==> src/rtl/hack_vga_scanout.sv <==
// hack_vga_scanout: VGA timing plus word fetch and serialisation of the Hack screen buffer.
// The Hack window is centred; everything outside it is driven black.
module hack_vga_scanout #(
  parameter int CLK_DIV  = 2,
  parameter int H_ACTIVE = 640,
  parameter int H_FP     = 16,
  parameter int H_SYNC   = 96,
  parameter int H_BP     = 48,
  parameter int V_ACTIVE = 480,
  parameter int V_FP     = 10,
  parameter int V_SYNC   = 2,
  parameter int V_BP     = 33,
  parameter int H_OFF    = 64,
  parameter int V_OFF    = 112,
  parameter int WIN_W    = 512,
  parameter int WIN_H    = 256
) (
  input  logic        clock,
  input  logic        reset_n,
  input  logic [15:0] vga_data,
  output logic [12:0] vga_addr,
  output logic        hsync,
  output logic        vsync,
  output logic        video_on,
  output logic        pixel,
  output logic        frame_start
);
  localparam int H_TOTAL = H_ACTIVE + H_FP + H_SYNC + H_BP;
  localparam int V_TOTAL = V_ACTIVE + V_FP + V_SYNC + V_BP;
  localparam int DW = $clog2(CLK_DIV);
  localparam logic [DW-1:0] DIV_MAX = DW'(CLK_DIV - 1);
  localparam logic [10:0] H_MAX = 11'(H_TOTAL - 1);
  localparam logic [10:0] H_ACT = 11'(H_ACTIVE);
  localparam logic [10:0] HS_B  = 11'(H_ACTIVE + H_FP);
  localparam logic [10:0] HS_E  = 11'(H_ACTIVE + H_FP + H_SYNC);
  localparam logic [10:0] H_WIN = 11'(H_OFF);
  localparam logic [10:0] H_FET = 11'(H_OFF - 2);
  localparam logic [10:0] H_LD  = 11'(H_OFF - 1);
  localparam logic [10:0] W_W   = 11'(WIN_W);
  localparam logic [9:0]  V_MAX = 10'(V_TOTAL - 1);
  localparam logic [9:0]  V_ACT = 10'(V_ACTIVE);
  localparam logic [9:0]  VS_B  = 10'(V_ACTIVE + V_FP);
  localparam logic [9:0]  VS_E  = 10'(V_ACTIVE + V_FP + V_SYNC);
  localparam logic [9:0]  V_WIN = 10'(V_OFF);
  localparam logic [9:0]  W_H   = 10'(WIN_H);

  logic [DW-1:0] div_q, div_d;
  logic [10:0]   h_q, h_d, col, fx, lx;
  logic [9:0]    v_q, v_d, row;
  logic [15:0]   word_q, word_d;
  logic [12:0]   addr_q, addr_d;
  logic          hs_q, hs_d, vs_q, vs_d, von_q, von_d, pix_q, pix_d, fs_q, fs_d;
  logic          tick, h_wrap, v_wrap, in_v, in_win, fetch, load, vis;

  always_comb begin
    tick   = div_q == DIV_MAX;
    div_d  = tick ? '0 : div_q + DW'(1);
    h_wrap = h_q == H_MAX;
    v_wrap = v_q == V_MAX;
    h_d    = tick ? (h_wrap ? '0 : h_q + 11'd1) : h_q;
    v_d    = (tick && h_wrap) ? (v_wrap ? '0 : v_q + 10'd1) : v_q;
    col    = h_q - H_WIN;
    row    = v_q - V_WIN;
    // Unsigned wrap makes positions left of the window compare as out of range.
    fx     = h_q - H_FET;
    lx     = h_q - H_LD;
    in_v   = row < W_H;
    in_win = in_v && col < W_W;
    fetch  = tick && in_v && fx < W_W && fx[3:0] == 4'd0;
    load   = tick && in_v && lx < W_W && lx[3:0] == 4'd0;
    addr_d = fetch ? 13'({row, 5'b0} + 15'(fx >> 4)) : addr_q;
    word_d = load ? vga_data : word_q;
    vis    = h_q < H_ACT && v_q < V_ACT;
    von_d  = tick ? vis : von_q;
    hs_d   = tick ? !(h_q >= HS_B && h_q < HS_E) : hs_q;
    vs_d   = tick ? !(v_q >= VS_B && v_q < VS_E) : vs_q;
    // Hack stores a set bit as black, leftmost pixel in bit 0.
    pix_d  = tick ? (vis && in_win && !word_q[col[3:0]]) : pix_q;
    fs_d   = tick && h_wrap && v_wrap;
  end

  always_ff @(posedge clock or negedge reset_n) begin
    if (!reset_n) begin
      div_q  <= '0;
      h_q    <= '0;
      v_q    <= '0;
      word_q <= '0;
      addr_q <= '0;
      hs_q   <= 1'b1;
      vs_q   <= 1'b1;
      von_q  <= 1'b0;
      pix_q  <= 1'b0;
      fs_q   <= 1'b0;
    end else begin
      div_q  <= div_d;
      h_q    <= h_d;
      v_q    <= v_d;
      word_q <= word_d;
      addr_q <= addr_d;
      hs_q   <= hs_d;
      vs_q   <= vs_d;
      von_q  <= von_d;
      pix_q  <= pix_d;
      fs_q   <= fs_d;
    end
  end

  assign vga_addr    = addr_q;
  assign hsync       = hs_q;
  assign vsync       = vs_q;
  assign video_on    = von_q;
  assign pixel       = pix_q;
  assign frame_start = fs_q;
endmodule

==> config.mk <==
export PLATFORM = sky130hd
export DESIGN_NAME = hack_vga_scanout
export DESIGN_NICKNAME = d
export VERILOG_FILES = /design/src/rtl/hack_vga_scanout.sv
export SDC_FILE = /design/constraint.sdc
export NUM_CORES = 1
export LEC_CHECK = 0
export BUFFER_PORTS_ARGS = -buffer_cell sky130_fd_sc_hd__buf_2
export CORE_AREA = 2 2 117 119
export CTS_CLUSTER_SIZE = 8
export DETAILED_ROUTE_END_ITERATION = 7
export DIE_AREA = 0 0 119 121
export SETUP_SLACK_MARGIN = 0.02
export SKIP_LAST_GASP = 1
export SYNTH_ARGS = -nofsm -noshare
export SYNTH_HDL_FRONTEND = slang
export SYNTH_SLANG_ARGS = --single-unit
==> constraint.sdc <==
create_clock -name clock -period 3.6 [get_ports clock]
set_clock_uncertainty 0.15 [all_clocks]
set_input_delay 0.18 -clock clock [delete_from_list [all_inputs] [get_ports clock]]
set_output_delay 0.18 -clock clock [all_outputs]
set_load 0.05 [all_outputs]
==> results of run 1 <==
area by class of cell:
cell class | instances | area, µm² | share of cell area (%)
Inverter | 12 | 45.0 | 1.15
Multi-Input combinational cell | 217 | 1680 | 43.0
Clock buffer | 6 | 129 | 3.29
Clock inverter | 2 | 60.1 | 1.53
Timing Repair Buffer | 56 | 375 | 9.58
Tap cell | 176 | 220 | 5.62
Sequential cell | 56 | 1400 | 35.8
cell families (layout without fill, tap and decap cells):
kind of cell	Yosys count	after routing	synth area share, %
flops	56	56	43.5
buf+inv	31	76	4.46
compound gates	39	39	7.80
mux	36	36	14.8
fa+ha+maj	14	14	5.66
xor+xnor	26	26	7.06
simple gates	102	102	16.7
synth_stat cells, types with 2 or more instances:
| master | number |
|---|---|
| and2_1 | 2 |
| a21oi_1 | 9 |
| dfstp_2 | 2 |
| mux2_4 | 11 |
| nand2_1 | 27 |
| o31ai_1 | 3 |
| buf_2 | 3 |
| nor2_1 | 18 |
| clkbuf_1 | 13 |
| ha_1 | 13 |
| xnor2_1 | 17 |
| nand4b_1 | 2 |
| nand2b_1 | 3 |
| xor2_1 | 9 |
| nor3_1 | 8 |
| a31oi_1 | 4 |
| and4_1 | 4 |
| nand4_1 | 9 |
| mux2_2 | 20 |
| or3_1 | 3 |
| mux2i_1 | 2 |
| nor3b_1 | 2 |
| inv_1 | 12 |
| dfrtp_1 | 54 |
| nand3_1 | 12 |
| mux4_2 | 3 |
| a211oi_1 | 4 |
| nor4b_1 | 3 |
| nor2b_1 | 2 |
| a21o_1 | 3 |
| o21ai_0 | 12 |
| and3_1 | 3 |
per-layer routing:
metal | GRT usage [%] | part of all wire (%)
met1 | 13.3 | 46
met2 | 17.4 | 49
met3 | 2.49 | 3.3
met4 | 2.53 | 1.2
met5 | 0 | 0
how the worst min path moves through the flow:
stage	from	to	slack [ns]	depth (start not counted)
CTS	vsync	vsync	0.34	2
global route	vsync	vsync	0.36	2
detailed placement	reset_n	v_q[6]	0.15	1
floorplan	reset_n	div_q	-0.27	0
global placement	reset_n	frame_start	0.13	1
finish	vsync	vsync	0.34	2
flip-flops by register name, indices dropped and copies added (netlist names):
register     flops
frame_start      1
div_q            1
v_q             10
pixel            1
word_q          16
hsync            1
vga_addr        13
h_q             11
video_on         1
vsync            1
layout by cell type, fill, tap and decap left out, types with 4 or more instances in the layout:
cell,instances
dfrtp_1,54
and4_1,4
ha_1,13
mux2_4,11
dlygate4sd3_1,17
nor3_1,7
nand4_1,9
clkbuf_16,5
nor2_1,18
o21ai_0,12
nand3_1,12
inv_1,12
a211oi_1,4
nand2_1,27
buf_2,35
a31oi_1,4
a21oi_1,9
mux2_2,20
xor2_1,9
xnor2_1,17
buf_4,4
worst reg2reg max path, cell delays in order (launching register included):
cell and delay, ns:
dfrtp_1 0.66, ha_1 0.33, nand3_1 0.15, mux2_4 0.33, or3_4 0.38, a211oi_4 0.20, buf_4 0.30, mux2_2 0.38
power groups by stage:
stage	Combinational [mW]	Sequential, mW	Clock (mW)
global placement	0.0227	0.641	0
CTS	0.0374	0.629	0.637
detailed placement	0.0233	0.641	0
global route	0.0412	0.628	0.665
finish	0.0359	0.629	0.620
floorplan	0.000318	0.641	0
stage by stage:
step                total power, mW  instances  hold WS (ns)  utilization [%]
global route                   1.33        525         0.357             29.9
detailed placement            0.664        500         0.146             27.2
global placement              0.664        500         0.133             27.2
finish                         1.28        525         0.339             29.9
CTS                            1.30        525         0.343             29.9
floorplan                     0.641        304        -0.266                -
==> results.md, run 1 <==
* Critical Path AT at 3.02 ns
* Total gr overflow at 0
* Antenna Violating Nets Remaining at 0
* Comb pwr share at 2.8%
* Mapped Area at 3230 µm²
* Rows at 42
* Die width at 119 µm
* Ports at 36
* Drt wl/cell at 13.3 µm
* RD Place Congestion at 0.830
* Clock root cell: clkbuf_16
* Max clock buf depth at 2
* Die height at 121 µm
* # Post-CTS Setup Buffers at 0
* Clk pwr share at 48.3%
* Mapped Nets at 336
* Cts repair resizes at 0
* Reg2Reg Setup Slack at 0.61 ns
* Post-DP HPWL at 5130 µm
* Hold Buf Count CTS at 17
* Largest net degree at the start of global routing at 34
* Sw frac at 18.5%
* Worst-path cell chain: ha_1, nand3_1, mux2_4, or3_4, a211oi_4, buf_4, mux2_2
* Synth Area per Inst at 10.6 µm²
* Initial antenna violation count at 0
* Post-Route WL at 6980 µm
* DRC violations left at 0
* Slew Limit Fails at 0
* CP required at 3.63 ns
* R2R depth at 7
* Top_reg_cell synth: dfrtp_1
* Post-synth top area share at 41.9%
* Slowest-stage cell, CP: dfrtp_1
* # diodes at 0
* FF-to-FF End: word_q[15]
* CP startpoint kind: register
* Flop pwr share at 49.0%
* Final #Nets at 380
* Async SR Flop Fraction at 100%
* Placed cell area at 3560 µm²
* Pre-CTS WS at 0.592 ns
* Iteration-0 DRC Markers at 117
* Global-route usage over all layers at 10.3%
* Crit path from: h_q[0]
* PortBufs at 35
* Final-layout fill cell count at 1369
* CP max stage delay at 0.66 ns
* Endpoints failing setup at 0
* Clk sink count at 56
* P_int at 1.05 mW
* Final min period at 2.99 ns
* Die area at 14400 µm²
* Finished Cell Area at 3920 µm²
* Worst-Skew Late Latency at 0.30 ns
* CTS Buf Count at 5
* Unrepaired setup endpoints after global routing: false
* Vias in the first global route at 2403
* Yosys warning count at 0
* Setup TNS at 0 ns
* Library cells used by synthesis at 44
* Synth Register Bits at 56
* Worst IR Drop VDD at 0.148 mV
* Synth top area cells: dfrtp_1 42%, mux2_2 7.0%, mux2_4 5.1%
* CTS tree: done
* Crit Path Class: register to register
* Setup WS post-layout at 0.611 ns
* Hold Crit Class: register to register
* Synth Instances at 304
* Share of layout cells above drive strength 1 at 24.6%
* Power per cell area at 328 nW/µm²
* First-pass detailed-route iteration total at 4
* Tcrit/Tclk final at 83.0%
* Worst path top cell family by delay: multiplexers
* Worst Setup End Kind: register
* Cell taking the most area after synthesis: dfrtp_1
* Syn-to-layout area delta at 21.4%
* Fmax at 335 MHz
* Core ar. at 13100 µm²
* Cell depth of the worst setup path at 7
* Setup crit end: word_q[15]
* CP max FO at 16
* Slew of the pin with the lowest slew margin at 0.952 ns
* Status: finished, final reports clean
* Slew HR at 36.2%
* Final Hold Fails at 0
* Worst-path clk slew at 0.07 ns
* First-pass GRT wire length at 12000 µm
* Register area share after synthesis at 43.5%
* EDFF count, synth at 0
* Buf/Inv on CP at 1
* RR Startpoint: h_q[0]
* Via count at 2389
* # H-tree levels at 2
* Maxcap violations at 0
* Avg Vias per Cell at 4.55
* Leak pwr at 1.73 nW
* Switching Power at 237 µW
* Initial cell density of the core at 24.7%
Note: power is estimated with default switching activity, not from simulation.
==> inputs of run 2 (changes only) <==
--- a/config.mk
+++ b/config.mk
@@ -5,11 +5,12 @@
 export SDC_FILE = /design/constraint.sdc
 export NUM_CORES = 1
 export LEC_CHECK = 0
+export ABC_AREA = 1
 export BUFFER_PORTS_ARGS = -buffer_cell sky130_fd_sc_hd__buf_2
-export CORE_AREA = 2 2 117 119
+export CORE_AREA = 2 2 122 124
 export CTS_CLUSTER_SIZE = 8
 export DETAILED_ROUTE_END_ITERATION = 7
-export DIE_AREA = 0 0 119 121
+export DIE_AREA = 0 0 124 126
 export SETUP_SLACK_MARGIN = 0.02
 export SKIP_LAST_GASP = 1
 export SYNTH_ARGS = -nofsm -noshare
==> constraint.sdc (replaced) <==
create_clock -name clock -period 2.75 [get_ports clock]
set_clock_uncertainty 0.15 [all_clocks]
set_input_delay 0.1375 -clock clock [delete_from_list [all_inputs] [get_ports clock]]
set_output_delay 0.1375 -clock clock [all_outputs]
set_load 0.05 [all_outputs]
==> run 2 against run 1 <==
  * Total power up 24%
  * Largest cell class unchanged
  * Critical path type unchanged
  * Clock power increased by 17%
  * Highest routed layer unchanged
  * Setup slack lost 0.35 ns
  * Cell area is 7.5% higher
==> results.md, run 2 <==
* Largest net degree at the start of global routing at 57
* Top_reg_cell synth: dfrtp_1
* Worst Setup End Kind: register
* CTS Buf Count at 5
* Initial antenna violation count at 0
* Unrepaired setup endpoints after global routing: false
* Storage cell area at 1400 µm²
* Avg Vias per Cell at 4.45
* Fmax at 402 MHz
* Worst-Skew Late Latency at 0.29 ns
* Setup WS post-layout at 0.265 ns
* Yosys warning count at 0
* # H-tree levels at 2
* Synth Instances at 447
* Status: finished, final reports clean
* Endpoints failing setup at 0
* CTS tree: done
* Commonest non-fill, non-tap cell in the layout: nand2_1
* Post-synth top area share at 38.2%
* Worst path top cell family by delay: simple AND/OR/NAND/NOR gates
* Critical Path AT at 2.57 ns
* Leak pwr at 2.01 nW
* Via count at 3040
* EDFF count, synth at 0
* Final min period at 2.48 ns
* Final #Nets at 530
* Crit Path Class: register to register
* Die width at 124 µm
* Synth Area per Inst at 7.91 µm²
* Vias in the first global route at 2898
* Most frequent CP cell: nand2_1
* Iteration-0 DRC Markers at 155
* RD Place Congestion at 0.853
* Post-synth top cells: 112 x nand2_1, 58 x nand3_1, 54 x dfrtp_1, 38 x nor2_1, 34 x inv_1
* Slew Limit Fails at 0
* Slew of the pin with the lowest slew margin at 0.745 ns
* Most common cell in the netlist: nand2_1
* Worst-path cell chain: nor2_1, nand3_2, nand2_1, nand2_1, nand2_2, ha_1, fa_1, inv_1, nor2_1, nand2_1, xnor2_1, nand3_1, nand2_1
* Mapped Area at 3540 µm²
* Cell taking the most area after synthesis: dfrtp_1
* Die height at 126 µm
* Hold Crit Class: register to register
* Worst-path clk slew at 0.07 ns
* Rows at 44
* Synth top area cells: dfrtp_1 38%, nand2_1 12%, nand3_1 8.2%
* Maxcap violations at 0
* Antenna Violating Nets Remaining at 0
* Global-route usage over all layers at 10.9%
* DRC violations left at 0
* PortBufs at 35
* Slew HR at 50.3%
* Clk sink count at 56
* Cts repair resizes at 0
* Commonest cells after routing, fill and taps aside: 112 x nand2_1, 58 x nand3_1, 54 x dfrtp_1
* First-pass detailed-route iteration total at 4
* Register area share after synthesis at 39.7%
* Library cells used by synthesis at 36
* Hold Buf Count CTS at 17
* Max clock buf depth at 2
* Post-Route WL at 8230 µm
* Drt wl/cell at 12.1 µm
* Worst IR Drop VDD at 0.385 mV
* Setup TNS at 0 ns
* Power per cell area at 378 nW/µm²
* Total gr overflow at 0
* Slowest-stage cell, CP: dfrtp_1
* Final-layout fill cell count at 1572
* CP max FO at 8
* Synth Register Bits at 56
* # diodes at 0
* Async SR Flop Fraction at 100%
* Tcrit/Tclk final at 90.3%
* Initial cell density of the core at 24.7%
* Max FFs per register at 16
* Syn-to-layout area delta at 19.1%
* Buf/Inv on CP at 1
* Ports at 36
* Reg with most FFs: word_q
* Post-DP HPWL at 6170 µm
* Mapped Nets at 479
* Area of the multi-input gates at 1840 µm²
* # Post-CTS Setup Buffers at 0
* Clock root cell: clkbuf_16
* Share of layout cells above drive strength 1 at 18.2%
* CP required at 2.83 ns
* Pre-CTS WS at 0.267 ns
* Final Hold Fails at 0
* First-pass GRT wire length at 13700 µm
* CP max stage delay at 0.50 ns
* CP startpoint kind: register
* Core ar. at 14300 µm²
* Die area at 15600 µm²
-- run 2: cell count changes after synthesis, moves of 7 or more --
cell / change
nand3_2: +7
o21ai_0: +13
nor2_1: +20
nand2_1: +85
nand2_2: +8
inv_1: +22
nor2_4: +8
xor2_1: +9
mux2_4: -11
buf_6: +7
nand3_1: +46
xnor2_1: -15
mux2_2: -20
clkbuf_1: -9
-- run 2: layout make-up --
type | instances | share of cell area [%]
Clock buffer | 6 | 3.06
Clock inverter | 2 | 0.832
Sequential cell | 56 | 33.3
Timing Repair Buffer | 61 | 9.81
Inverter | 42 | 3.74
Tap cell | 184 | 5.47
Multi-Input combinational cell | 332 | 43.7
-- run 2: power breakdown --
group          internal (mW)  total [mW]  switching (mW)  leakage (nW)
Clock                  0.429       0.724           0.294        0.0808
Combinational         0.0250      0.0470          0.0220          1.26
Sequential             0.823       0.823               0         0.672
Total                   1.28        1.59           0.316          2.01
-- run 2: cell families after synthesis --
kind of cell / after synthesis / share of synthesized area (%)
DFF: 56 / 39.7
and+or+nand+nor: 260 / 36.0
buffers and inverters: 59 / 8.21
AOI/OAI and AO/OA: 38 / 5.95
adders and majority gates: 14 / 5.17
xor gates and xnor gates: 20 / 4.95
-- run 2: stage by stage --
| step | power [mW] | instance area [µm²] | hold slack (ns) | util (%) | std cells |
|---|---|---|---|---|---|
| 2_1_floorplan | 0.839 | 3540 | -0.308 | - | 447 |
| 6_report | 1.59 | 4210 | 0.317 | 29.4 | 683 |
| 3_5_place_dp | 0.870 | 3880 | 0.201 | 27.1 | 658 |
| 4_1_cts | 1.61 | 4210 | 0.325 | 29.4 | 683 |
| 5_1_grt | 1.66 | 4210 | 0.345 | 29.4 | 683 |
| 3_3_place_gp | 0.869 | 3880 | 0.184 | 27.1 | 658 |
-- run 2: worst paths after layout --
check	slack, ns	startpoint	cells past startpoint	to
min in group asynchronous	0.36	reset_n	3	word_q[1]
hold reg to reg	0.32	vga_addr[8]	2	vga_addr[8]
hold / removal	0.32	vga_addr[8]	2	vga_addr[8]
max in group asynchronous	1.58	reset_n	3	vga_addr[6]
setup reg to reg	0.27	h_q[8]	13	vga_addr[11]
setup / recovery	0.27	h_q[8]	13	vga_addr[11]
-- run 2: worst reg2reg max path: cells and delay by family (launching register included) --
family,cells,cell delay [ns]
and+or+nand+nor,9,1.14
DFF,1,0.50
adders and majority gates,2,0.41
xor gates and xnor gates,1,0.17
buffers and inverters,1,0.05
-- run 2: per-layer routing --
| layer | global-route usage [%] | vias up | share of wire (%) |
|---|---|---|---|
| li1 | - | 1552 | - |
| met2 | 16.8 | 75 | 42 |
| met5 | 0 | - | 0 |
| met1 | 15.9 | 1409 | 52 |
| met4 | 2.25 | 0 | 0.79 |
| met3 | 2.17 | 4 | 5.6 |
